$ cat src/rtl/wishbone_2mst_arbiter_pkg.sv
// Shared types for the two-master Wishbone arbiter: FSM encoding, bus widths, request bundle.
// Latency: n/a (types and constants only).
// Backpressure: n/a.
package wishbone_2mst_arbiter_pkg;

   localparam int WB_ADR_W = 32;
   localparam int WB_DAT_W = 32;
   localparam int WB_SEL_W = 4;

   // Read data handed back when the watchdog terminates a hung access
   localparam logic [WB_DAT_W-1:0] WB_ERR_DATA = 32'hDEAD_BEEF;

   // Encoding doubles as the one-hot grant vector (IDLE = 00)
   typedef enum logic [1:0] {
      ARB_IDLE = 2'b00,
      ARB_OWN0 = 2'b01,
      ARB_OWN1 = 2'b10
   } arb_state_t;

   // One master's request side of the bus
   typedef struct packed {
      logic                cyc;
      logic                stb;
      logic                we;
      logic [WB_ADR_W-1:0] adr;
      logic [WB_DAT_W-1:0] dat;
      logic [WB_SEL_W-1:0] sel;
   } wb_req_t;

   // Owner chosen from IDLE: a lone requester wins, a tie goes to whoever did not own last
   function automatic arb_state_t arb_pick(input logic cyc0, input logic cyc1, input logic last_owner);
      arb_state_t pick;
      pick = ARB_IDLE;
      if (cyc0 && cyc1) begin
         pick = last_owner ? ARB_OWN0 : ARB_OWN1;
      end else if (cyc0) begin
         pick = ARB_OWN0;
      end else if (cyc1) begin
         pick = ARB_OWN1;
      end
      return pick;
   endfunction

endpackage

$ cat src/rtl/wishbone_2mst_arbiter_watchdog.sv
// Bus watchdog: counts STB-without-ACK cycles and fires to_hit on the last allowed cycle.
// Latency: to_hit is combinational in the cycle the count reaches TIMEOUT-1.
// Backpressure: none; a real ack in the same cycle always suppresses to_hit.
module wb_timeout_watchdog #(
   parameter int              TO_W    = 8,
   parameter logic [TO_W-1:0] TIMEOUT = 8'd255
) (
   input  logic clk,
   input  logic rst,
   input  logic clr,
   input  logic stb,
   input  logic ack,
   output logic to_hit
);

   // A zero TIMEOUT disables the watchdog entirely
   localparam logic            WD_EN   = (TIMEOUT != '0);
   localparam logic [TO_W-1:0] TO_LAST = TIMEOUT - TO_W'(1);

   logic [TO_W-1:0] count;

   assign to_hit = WD_EN && stb && !ack && (count == TO_LAST);

   // Count wait cycles of the current strobe; any ack, idle strobe, owner change or firing restarts it
   always_ff @(posedge clk) begin
      if (rst || clr || !WD_EN || !stb || ack || to_hit) begin
         count <= '0;
      end else begin
         count <= count + TO_W'(1);
      end
   end

endmodule

$ cat src/rtl/wishbone_2mst_arbiter.sv
// Round-robin arbiter sharing one Wishbone slave port between M0 (host) and M1 (sequencer).
// Latency: 1 cycle from cyc to grant; data/ack paths are combinational through the owner mux.
// Backpressure: non-owner is stalled (no ack) until the owner drops cyc; hung strobes are cut by the watchdog.
module wishbone_2mst_arbiter
   import wishbone_2mst_arbiter_pkg::*;
#(
   parameter int                  TO_W     = 8,
   parameter logic [TO_W-1:0]     TIMEOUT  = 8'd255,
   parameter logic [WB_DAT_W-1:0] ERR_DATA = WB_ERR_DATA
) (
   input  logic                wb_clk_i,
   input  logic                wb_rst_i,

   input  logic                wbs_m0_cyc_i,
   input  logic                wbs_m0_stb_i,
   input  logic                wbs_m0_we_i,
   input  logic [WB_ADR_W-1:0] wbs_m0_adr_i,
   input  logic [WB_DAT_W-1:0] wbs_m0_dat_i,
   input  logic [WB_SEL_W-1:0] wbs_m0_sel_i,
   output logic [WB_DAT_W-1:0] wbs_m0_dat_o,
   output logic                wbs_m0_ack_o,

   input  logic                wbs_m1_cyc_i,
   input  logic                wbs_m1_stb_i,
   input  logic                wbs_m1_we_i,
   input  logic [WB_ADR_W-1:0] wbs_m1_adr_i,
   input  logic [WB_DAT_W-1:0] wbs_m1_dat_i,
   input  logic [WB_SEL_W-1:0] wbs_m1_sel_i,
   output logic [WB_DAT_W-1:0] wbs_m1_dat_o,
   output logic                wbs_m1_ack_o,

   output logic                wbs_s_cyc_o,
   output logic                wbs_s_stb_o,
   output logic                wbs_s_we_o,
   output logic [WB_ADR_W-1:0] wbs_s_adr_o,
   output logic [WB_DAT_W-1:0] wbs_s_dat_o,
   output logic [WB_SEL_W-1:0] wbs_s_sel_o,
   input  logic [WB_DAT_W-1:0] wbs_s_dat_i,
   input  logic                wbs_s_ack_i,

   output logic [1:0]          grant_o,
   output logic                timeout_o
);

   arb_state_t          state;
   logic                last_owner;   // 0 = M0 owned last, 1 = M1 owned last
   wb_req_t             m0_req;
   wb_req_t             m1_req;
   wb_req_t             own_req;
   logic                own_stb;
   logic                owner_drop;
   logic                to_hit;
   logic                own_ack;
   logic [WB_DAT_W-1:0] own_dat;

   assign m0_req = '{cyc: wbs_m0_cyc_i, stb: wbs_m0_stb_i, we: wbs_m0_we_i,
                     adr: wbs_m0_adr_i, dat: wbs_m0_dat_i, sel: wbs_m0_sel_i};
   assign m1_req = '{cyc: wbs_m1_cyc_i, stb: wbs_m1_stb_i, we: wbs_m1_we_i,
                     adr: wbs_m1_adr_i, dat: wbs_m1_dat_i, sel: wbs_m1_sel_i};

   // Ownership FSM: lock the owner for its whole cycle, hand over without an idle bubble
   always_ff @(posedge wb_clk_i) begin
      if (wb_rst_i) begin
         state      <= ARB_IDLE;
         last_owner <= 1'b1;
      end else begin
         case (state)
            ARB_IDLE: begin
               state <= arb_pick(m0_req.cyc, m1_req.cyc, last_owner);
            end
            ARB_OWN0: begin
               if (!m0_req.cyc) begin
                  last_owner <= 1'b0;
                  state      <= m1_req.cyc ? ARB_OWN1 : ARB_IDLE;
               end
            end
            ARB_OWN1: begin
               if (!m1_req.cyc) begin
                  last_owner <= 1'b1;
                  state      <= m0_req.cyc ? ARB_OWN0 : ARB_IDLE;
               end
            end
            default: begin
               state <= ARB_IDLE;
            end
         endcase
      end
   end

   // Route the current owner's request to the slave side; nothing leaks through while idle
   always_comb begin
      own_req = '0;
      case (state)
         ARB_OWN0: own_req = m0_req;
         ARB_OWN1: own_req = m1_req;
         default:  own_req = '0;
      endcase
   end

   // Strobe only counts inside a live cycle, so an owner releasing cyc also clears the watchdog
   assign own_stb    = own_req.cyc & own_req.stb;
   assign owner_drop = ((state == ARB_OWN0) && !m0_req.cyc) ||
                       ((state == ARB_OWN1) && !m1_req.cyc);

   wb_timeout_watchdog #(
      .TO_W    (TO_W),
      .TIMEOUT (TIMEOUT)
   ) u_watchdog (
      .clk    (wb_clk_i),
      .rst    (wb_rst_i),
      .clr    (owner_drop),
      .stb    (own_stb),
      .ack    (wbs_s_ack_i),
      .to_hit (to_hit)
   );

   // Slave side: owner's request, with the strobe withdrawn on the cycle the watchdog terminates it
   assign wbs_s_cyc_o = own_req.cyc;
   assign wbs_s_stb_o = own_stb & ~to_hit;
   assign wbs_s_we_o  = own_req.we;
   assign wbs_s_adr_o = own_req.adr;
   assign wbs_s_dat_o = own_req.dat;
   assign wbs_s_sel_o = own_req.sel;

   // Return path: a stray ack after the owner let go of cyc is not forwarded
   assign own_ack = own_req.cyc & (wbs_s_ack_i | to_hit);
   assign own_dat = to_hit ? ERR_DATA : wbs_s_dat_i;

   assign wbs_m0_ack_o = (state == ARB_OWN0) & own_ack;
   assign wbs_m1_ack_o = (state == ARB_OWN1) & own_ack;
   assign wbs_m0_dat_o = (state == ARB_OWN0) ? own_dat : '0;
   assign wbs_m1_dat_o = (state == ARB_OWN1) ? own_dat : '0;

   assign grant_o   = state;
   assign timeout_o = to_hit;

endmodule

$ cat config.mk
export PLATFORM = sky130hd
export DESIGN_NAME = wishbone_2mst_arbiter
export DESIGN_NICKNAME = d
export VERILOG_FILES = /design/src/rtl/wishbone_2mst_arbiter_pkg.sv /design/src/rtl/wishbone_2mst_arbiter_watchdog.sv /design/src/rtl/wishbone_2mst_arbiter.sv
export SDC_FILE = /design/constraint.sdc
export NUM_CORES = 1
export LEC_CHECK = 0
export ABC_AREA = 1
export BUFFER_PORTS_ARGS = -buffer_cell sky130_fd_sc_hd__clkbuf_2
export CORE_AREA = 2 2 122 124
export DETAILED_ROUTE_END_ITERATION = 12
export DIE_AREA = 0 0 124 126
export PLACE_DENSITY = 0.5
export SLEW_MARGIN = 20
export SYNTH_ARGS = -nofsm -noshare
export SYNTH_HDL_FRONTEND = slang
export SYNTH_SLANG_ARGS = --single-unit
$ cat constraint.sdc
create_clock -name wb_clk_i -period 5.1 [get_ports wb_clk_i]
set_clock_uncertainty 0.05 [all_clocks]
set_input_delay 1.53 -clock wb_clk_i [delete_from_list [all_inputs] [get_ports wb_clk_i]]
set_output_delay 1.53 -clock wb_clk_i [all_outputs]
set_load 0.01 [all_outputs]
==> impl_metrics.toml, run 1 <==
[run_status]
status = "complete, no violations"

[power_and_ir_drop]
power_density_mw_per_mm2 = 223.2
p_leak_nw = 2.174
vdd_drop_max_mv = 0.1869

[synthesis]
synth_seq_cells = 11
syn_avg_cell_area_um2 = 4.970
syn_nets = 615
ys_top_cells_by_area = "nand2_1 (28%), a21oi_1 (26%), dfxtp_1 (10%), inv_1 (6.6%), nor2_1 (5.2%)"
ys_types = 24
synthTopCellsByCount = "nand2_1 (162), a21oi_1 (110), inv_1 (38), nor2_1 (30), clkbuf_1 (25)"
synth.most_common_cell = "nand2_1"
synth_edf_count = 0
syn_area_mm2 = 0.002147
synth_warnings = 0
yosysTopAreaCell = "nand2_1"
async_flop_share = 0
yosysSeqAreaShare = 0.1026
syn-instance-count = 432
synthFlopType = "dfxtp_1"
synth_top_area_frac = 0.2832

[cts]
cts_root_buf = "clkbuf_16"
postCtsHoldBufs = 0
htreeDepth = 1
cts-resized-gates = 0
cts_sinks = 11
clock_latency_ps = 240
clock_tree.buffer_depth = 2
postCtsSetupRepairBufs = 0
cts_inserted_buffers = 3
clk_pin_slew_worst_paths_ps = 40
cts_tree = "done"

[place]
dp_slack_ps = 833.5
port-buffer-count = 316
hpwl_um = 9964
gp_congestion = 0.8876

[worst_setup_path]
crit_path_end_kind = "primary output"
worstPathBufferInverterCount = 3
r2r_end = "u_watchdog.count[7]"
critical_path_arrival_ps = 2690
cpPeakStageDelay_ps = 250
worstSetupPathType = "input pin to primary output"
rrSetupSlack_ps = 3040
r2r_cells = 8
reg2reg_from = "grant_o[1]"
crit_start = "wbs_m0_cyc_i"
critPathSlowestCell = "buf_12"
crit_top_cell = "nand2_1"
start_kind = "input pin"
crit_required_ps = 3520
crit_chain = "clkbuf_2 > nand2_1 > nand2_2 > nand2_1 > nor2_2 > nand3_2 > buf_12 > nand2_1 > nor2_1 > clkbuf_2"
critPathTopFamily = "simple AND/OR/NAND/NOR gates"
crit_fanout = 57

[timing]
tns_ps = 0
setup_slack_ps = 829.4
fin_crit_sh = 0.8374
max-slew-margin-rel = 0.5030
hold_viol = 0
final_max_slew_viol_count = 0
max_freq_mhz = 234.2
rsz0062_at_grt = "false"
timing.final.crit_period_ps = 4271
setup_violations = 0
max_slew.worst_pin.slew_ps = 745.5

[floorplan]
dieHeight_um = 126
die-area_mm2 = 0.01562
die_w_um = 124
rows = 44
io_pins = 317
initial_utilization = 0.1500
core_mm2 = 0.01431

[layout]
syn_to_final_growth_pct = 82.63
diodes = 0
multi_input_area_mm2 = 0.001603
drive_above_1_share = 0.4751
nets = 906
nFillCells = 1665
register_area_um2 = 220.2

[detailed_routing]
first_pass_iters = 4
drtIter0Drc = 100
routed_wirelength_um = 12090
viasPerCell = 4.121
wl_per_cell_um = 13.34
vias = 3734
antenna_left = 0
drc = 0

[grt]
grt_pass1_vias = 3333
grt_max_degree = 69
grt_usage = 0.1420
grt_overflow = 0
grt_pass1_wl_um = 17420
grt_antenna_before_repair = 0

[worst_hold_path]
hold_path_class = "register to register"
hold_depth = 1
hp-start = "u_watchdog.count[0]"
min_to = "u_watchdog.count[0]"

[run]
timing.max_cap.violations = 0
[state kept, by name, indices dropped and copies added (netlist names)]
signal and count:
grant_o 2, last_owner 1, u_watchdog.count 8
[worst max path at each step]
| stage | to | slack [ps] | cells after the start |
|---|---|---|---|
| floorplan | wbs_m0_dat_o[21] | 1120 | 8 |
| global placement | wbs_s_stb_o | 890 | 10 |
| detailed placement | wbs_m0_dat_o[4] | 830 | 10 |
| CTS | wbs_m0_dat_o[4] | 830 | 10 |
| global route | wbs_m1_dat_o[29] | 680 | 10 |
| finish | wbs_m0_dat_o[22] | 830 | 10 |
[where the power goes]
group,internal (mW),switching (mW),total (mW)
sequential,0.0909,0.00552,0.0965
combinational,0.216,0.420,0.635
clock,0.105,0.0386,0.144
[routing by layer]
metal,track usage,wire length (µm),vias up
li1,-,-,1944
met1,0.1709,4807,1566
met2,0.2592,5964,217
met3,0.03487,1256,7
met4,0.01718,61,0
met5,0,0,-
[stage by stage]
stage | hold slack, ps | cells | utilization | area [µm²] | total power [mW]
6_report | 415.8 | 906 | 0.2740 | 3921 | 0.8753
5_1_grt | 456.5 | 906 | 0.2740 | 3921 | 0.9672
4_1_cts | 415.8 | 906 | 0.2740 | 3921 | 0.8906
3_5_place_dp | 406.2 | 902 | 0.2684 | 3842 | 0.7435
3_3_place_gp | 401.2 | 902 | 0.2684 | 3842 | 0.7512
2_1_floorplan | 379.7 | 432 | - | 2147 | 0.4646
[placed cells by master, fill, tap and decap left out]
cell type,Yosys,layout
a21oi_1,110,110
a21oi_2,10,10
buf_12,0,1
buf_4,2,4
clkbuf_1,25,1
clkbuf_16,0,3
clkbuf_2,0,316
clkinv_1,2,1
dfxtp_1,11,11
ha_1,6,4
ha_2,0,2
inv_1,38,38
inv_2,2,3
nand2_1,162,162
nand2_2,1,1
nand3_1,9,9
nand3_2,1,1
nor2_1,30,30
nor2_2,1,1
nor3_1,2,2
o21ai_0,4,4
o21bai_1,1,1
or2_2,1,1
xnor2_1,3,3
xor2_1,3,3
[kinds of logic (layout without fill, tap and decap cells)]
| group | Yosys count | after routing | synth area share |
|---|---|---|---|
| adder cells (fa/ha/maj) | 6 | 6 | 0.03496 |
| AO/OA/AOI/OAI | 125 | 125 | 0.3100 |
| buffers and inverters | 77 | 367 | 0.1533 |
| AND/OR/NAND/NOR | 207 | 207 | 0.3747 |
| XOR/XNOR | 6 | 6 | 0.02448 |
| flip-flops | 11 | 11 | 0.1026 |
[area by class of cell]
class	instances	share of cell area
Clock buffer	4	0.02010
Inverter	42	0.04020
Multi-Input combinational cell	344	0.4087
Sequential cell	11	0.05616
Tap cell	184	0.05871
Timing Repair Buffer	321	0.4161
Note: power is estimated with default switching activity, not from simulation.
==> inputs of run 2 (changes only) <==
--- a/config.mk
+++ b/config.mk
@@ -7,10 +7,10 @@
 export LEC_CHECK = 0
 export ABC_AREA = 1
 export BUFFER_PORTS_ARGS = -buffer_cell sky130_fd_sc_hd__clkbuf_2
-export CORE_AREA = 2 2 122 124
+export CORE_AREA = 2 2 125 127
 export DETAILED_ROUTE_END_ITERATION = 12
-export DIE_AREA = 0 0 124 126
-export PLACE_DENSITY = 0.5
+export DIE_AREA = 0 0 127 129
+export PLACE_DENSITY = 0.49
 export SLEW_MARGIN = 20
 export SYNTH_ARGS = -nofsm -noshare
 export SYNTH_HDL_FRONTEND = slang
==> constraint.sdc (replaced) <==
create_clock -name wb_clk_i -period 3.5 [get_ports wb_clk_i]
set_clock_uncertainty 0.05 [all_clocks]
set_input_delay 1.05 -clock wb_clk_i [delete_from_list [all_inputs] [get_ports wb_clk_i]]
set_output_delay 1.05 -clock wb_clk_i [all_outputs]
set_load 0.01 [all_outputs]
==> run 2 against run 1 <==
Effect of this change: design area up 1.9%; setup slack got worse by 670 ps; first-iteration DRC count up 21%; largest cell class unchanged; highest routed layer unchanged.
==> impl_metrics.toml, run 2 (same netlist as run 1, synthesis figures left out) <==
[timing]
hold_viol = 0
fin_crit_sh = 0.9539
timing.final.crit_period_ps = 3339
final_max_slew_viol_count = 0
setup_violations = 0
max_freq_mhz = 299.5
max_slew.worst_pin.slew_ps = 606.5
tns_ps = 0
max-slew-margin-rel = 0.5951
rsz0062_at_grt = "false"

[layout]
top_register = "u_watchdog.count"
fin_area_mm2 = 0.003994
largest_reg_flops = 8
drive_above_1_share = 0.4772
final_common_cell = "clkbuf_2"
mostFrequentLayoutCells = "clkbuf_2 (316), nand2_1 (162), a21oi_1 (110)"
nets = 909
syn_to_final_growth_pct = 86.01
fin_util = 0.2667
diodes = 0

[worst_setup_path]
critical_path_arrival_ps = 2240
worstSetupPathType = "input pin to primary output"
crit_fanout = 37
crit_path_end_kind = "primary output"
cpPeakStageDelay_ps = 200
start_kind = "input pin"
critPathTopFamily = "simple AND/OR/NAND/NOR gates"
worstPathBufferInverterCount = 3
crit_chain = "clkbuf_2 > nand2_1 > nand2_2 > nand2_1 > nor2_2 > nand3_4 > buf_12 > a21oi_1 > clkbuf_2"
crit_required_ps = 2400
critPathSlowestCell = "buf_12"

[grt]
grt_antenna_before_repair = 0
grt_overflow = 0
grt_max_degree = 71
grt_usage = 0.1239
grt_pass1_wl_um = 16590
grt_pass1_vias = 3199

[floorplan]
dieHeight_um = 129
rows = 45
initial_utilization = 0.1434
die-area_mm2 = 0.01638
io_pins = 317
core_mm2 = 0.01498
die_w_um = 127

[cts]
postCtsSetupRepairBufs = 0
clock_tree.buffer_depth = 2
htreeDepth = 1
clk_pin_slew_worst_paths_ps = 40
clock_latency_ps = 240
cts_inserted_buffers = 3
cts_sinks = 11
cts_root_buf = "clkbuf_16"
cts_tree = "done"

[power_and_ir_drop]
vdd_drop_max_mv = 0.1573
seqPwrFrac = 0.108
p_leak_nw = 2.199
combPwrFrac = 0.732
power_density_mw_per_mm2 = 326.8
p_int_mw = 0.6286
finalPower_mw = 1.305
power.switching_mw = 0.6768
sw_frac_of_total = 0.5184
power_frac_clock = 0.161

[place]
gp_congestion = 0.7976
hpwl_um = 9735
port-buffer-count = 316
placed_area_mm2 = 0.003908

[run_status]
status = "complete, no violations"

[run]
timing.max_cap.violations = 0

[detailed_routing]
vias = 3730
drtIter0Drc = 121
routed_wirelength_um = 11500
viasPerCell = 4.085
antenna_left = 0
drc = 0
first_pass_iters = 4
wl_per_cell_um = 12.60

[worst_hold_path]
hold_path_class = "register to register"
[run 2: changes by cell type in the layout (fill, tap and decap cells not counted), sizes merged]
| cell | change |
|---|---|
| buf | +3 |
[run 2: layout make-up]
cell class / instances / area [µm²]
clock buffer: 4 / 78.83
tap: 188 / 235.2
sequential: 11 / 220.2
timing repair buffer: 324 / 1692
multi-input combinational: 344 / 1610
inverter: 42 / 157.7
fill: 1772 / 10980
[run 2: final timing paths]
kind,from,to,slack [ps],depth (start not counted)
hold reg to reg,u_watchdog.count[0],u_watchdog.count[0],430,1
setup reg to reg,grant_o[1],u_watchdog.count[0],1120,9
setup / recovery,wbs_m0_cyc_i,wbs_m1_dat_o[26],160,9
hold / removal,u_watchdog.count[0],u_watchdog.count[0],430,1
[run 2: what timing repair did]
item                                    in CTS  in global routing
resized for setup                            0                  1
hold buffers                                 0                  0
endpoints found under the setup margin       0                  2
endpoints found under the hold margin        0                  0
[run 2: metrics by stage]
step           cells  setup slack [ps]  hold WS [ps]
5_1_grt          913             28.18         446.8
2_1_floorplan    432             478.0         379.7
6_report         913             161.2         425.1
4_1_cts          913             118.6         423.7
3_5_place_dp     909             123.5         414.3
3_3_place_gp     909             182.0         404.5
[run 2: routing by layer]
metal  global-route usage  part of all wire  up-vias
met2               0.2198              0.48      204
li1                     -                 -     1949
met4             0.009696            0.0011        0
met1               0.1552              0.42     1575
met5                    0                 0        -
met3              0.03659              0.10        2
[run 2: power groups by stage]
stage                     Combinational [mW]  Sequential, mW  Clock [mW]
after global routing                    1.06           0.142       0.222
final                                  0.955           0.140       0.210
after detailed placement               0.971           0.143           0
after floorplan                        0.534           0.143           0
after CTS                              0.976           0.141       0.213
after global placement                 0.980           0.143           0
==> inputs of run 3 (changes only) <==
==> constraint.sdc (replaced) <==
create_clock -name wb_clk_i -period 3.5 [get_ports wb_clk_i]
set_clock_uncertainty 0.05 [all_clocks]
set_input_delay 0.875 -clock wb_clk_i [delete_from_list [all_inputs] [get_ports wb_clk_i]]
set_output_delay 0.875 -clock wb_clk_i [all_outputs]
set_load 0.01 [all_outputs]
==> run 3 against run 2 <==
Effect of this change: final cell count did not move; clock-buffer cell count unchanged; largest power group unchanged; hold slack worse by 13 ps.
==> impl_metrics.toml, run 3 (same netlist as run 1, synthesis figures left out) <==
[run_status]
status = "complete, no violations"

[timing]
max_freq_mhz = 322.1
rsz0062_at_grt = "false"
setup_violations = 0
fin_crit_sh = 0.8872
max-slew-margin-rel = 0.5824
tns_ps = 0
setup_slack_ps = 395.0
hold_viol = 0
max_slew.worst_pin.slew_ps = 625.6
final_max_slew_viol_count = 0
timing.final.crit_period_ps = 3105

[cts]
cts_root_buf = "clkbuf_16"
cts_inserted_buffers = 3
clk_pin_slew_worst_paths_ps = 40
clock_latency_ps = 240
clock_tree.buffer_depth = 2
cts_sinks = 11
postCtsSetupRepairBufs = 0
postCtsHoldBufs = 0
htreeDepth = 1
cts_tree = "done"
cts-resized-gates = 0

[floorplan]
rows = 45
dieHeight_um = 129
initial_utilization = 0.1434
die_w_um = 127
io_pins = 317
die-area_mm2 = 0.01638
core_mm2 = 0.01498

[detailed_routing]
antenna_left = 0
wl_per_cell_um = 12.81
drc = 0
routed_wirelength_um = 11700
first_pass_iters = 6
viasPerCell = 4.135
drtIter0Drc = 109
vias = 3775

[grt]
grt_pass1_wl_um = 16930
grt_overflow = 0
grt_max_degree = 71
grt_antenna_before_repair = 1
grt_usage = 0.1279
grt_pass1_vias = 3265

[worst_setup_path]
start_kind = "input pin"
worstSetupPathType = "input pin to primary output"
crit_fanout = 40
crit_path_end_kind = "primary output"
critical_path_arrival_ps = 2180
crit_required_ps = 2570

[power_and_ir_drop]
p_leak_nw = 2.197
finalPower_mw = 1.300
vdd_drop_max_mv = 0.1724
power_density_mw_per_mm2 = 327.2

[place]
hpwl_um = 9843
port-buffer-count = 316
placedCellCount = 909
placed_area_mm2 = 0.003895
gp_congestion = 0.7963
dp_slack_ps = 403.2

[layout]
drive_above_1_share = 0.4772
top_register = "u_watchdog.count"
final-instance-count-excl-fill = 913
fin_area_mm2 = 0.003974
mostFrequentLayoutCells = "clkbuf_2 (316), nand2_1 (162), a21oi_1 (110)"
nets = 909
final_common_cell = "clkbuf_2"
diodes = 0
syn_to_final_growth_pct = 85.08
largest_reg_flops = 8

[run]
timing.max_cap.violations = 0

[worst_hold_path]
hold_path_class = "register to register"
## run 3: cell counts in the layout (fill, tap and decap cells not counted)
No cell type changed its count.
## run 3: per-layer routing
metal / wire, µm / global-route usage / up-vias
met5: 13 / 0 / -
met4: 91 / 0.02133 / 2
met3: 1285 / 0.04033 / 8
met2: 5573 / 0.2252 / 220
met1: 4730 / 0.1558 / 1593
li1: - / - / 1952
## run 3: layout make-up
cell class              count  area (µm²)
flip-flops and latches     11       220.2
multi-input cells         344        1603
inverters                  42       157.7
clock buffers               4       78.83
repair buffers            324        1679
well taps                 188       235.2
fillers                  1771       11000
## run 3: through the flow
step	util	hold WS (ps)
after global placement	0.2601	402.1
after floorplan	-	379.7
after global routing	0.2653	443.4
after CTS	0.2653	415.8
after detailed placement	0.2601	405.0
final	0.2653	411.7
## run 3: final timing paths
| kind | from | to | slack (ps) | cells past startpoint |
|---|---|---|---|---|
| setup / recovery | wbs_m0_cyc_i | wbs_m0_dat_o[9] | 390 | 9 |
| hold / removal | u_watchdog.count[0] | u_watchdog.count[0] | 410 | 1 |
| setup reg to reg | grant_o[1] | u_watchdog.count[2] | 1080 | 9 |
| hold reg to reg | u_watchdog.count[0] | u_watchdog.count[0] | 410 | 1 |
## run 3: worst max-delay path: stages
cell      delay (ps)
clkbuf_2         120
nand2_1           80
nand2_2           90
nand2_1           80
nor2_2           110
nand3_2          220
buf_12           260
a21oi_1          150
clkbuf_2         160
## run 3: power by group
part / total (mW) / leakage, nW / switching, mW / internal [mW]
clock network: 0.207 / 0.0382 / 0.0539 / 0.153
logic: 0.952 / 2.07 / 0.613 / 0.340
registers: 0.141 / 0.0891 / 0.00855 / 0.132
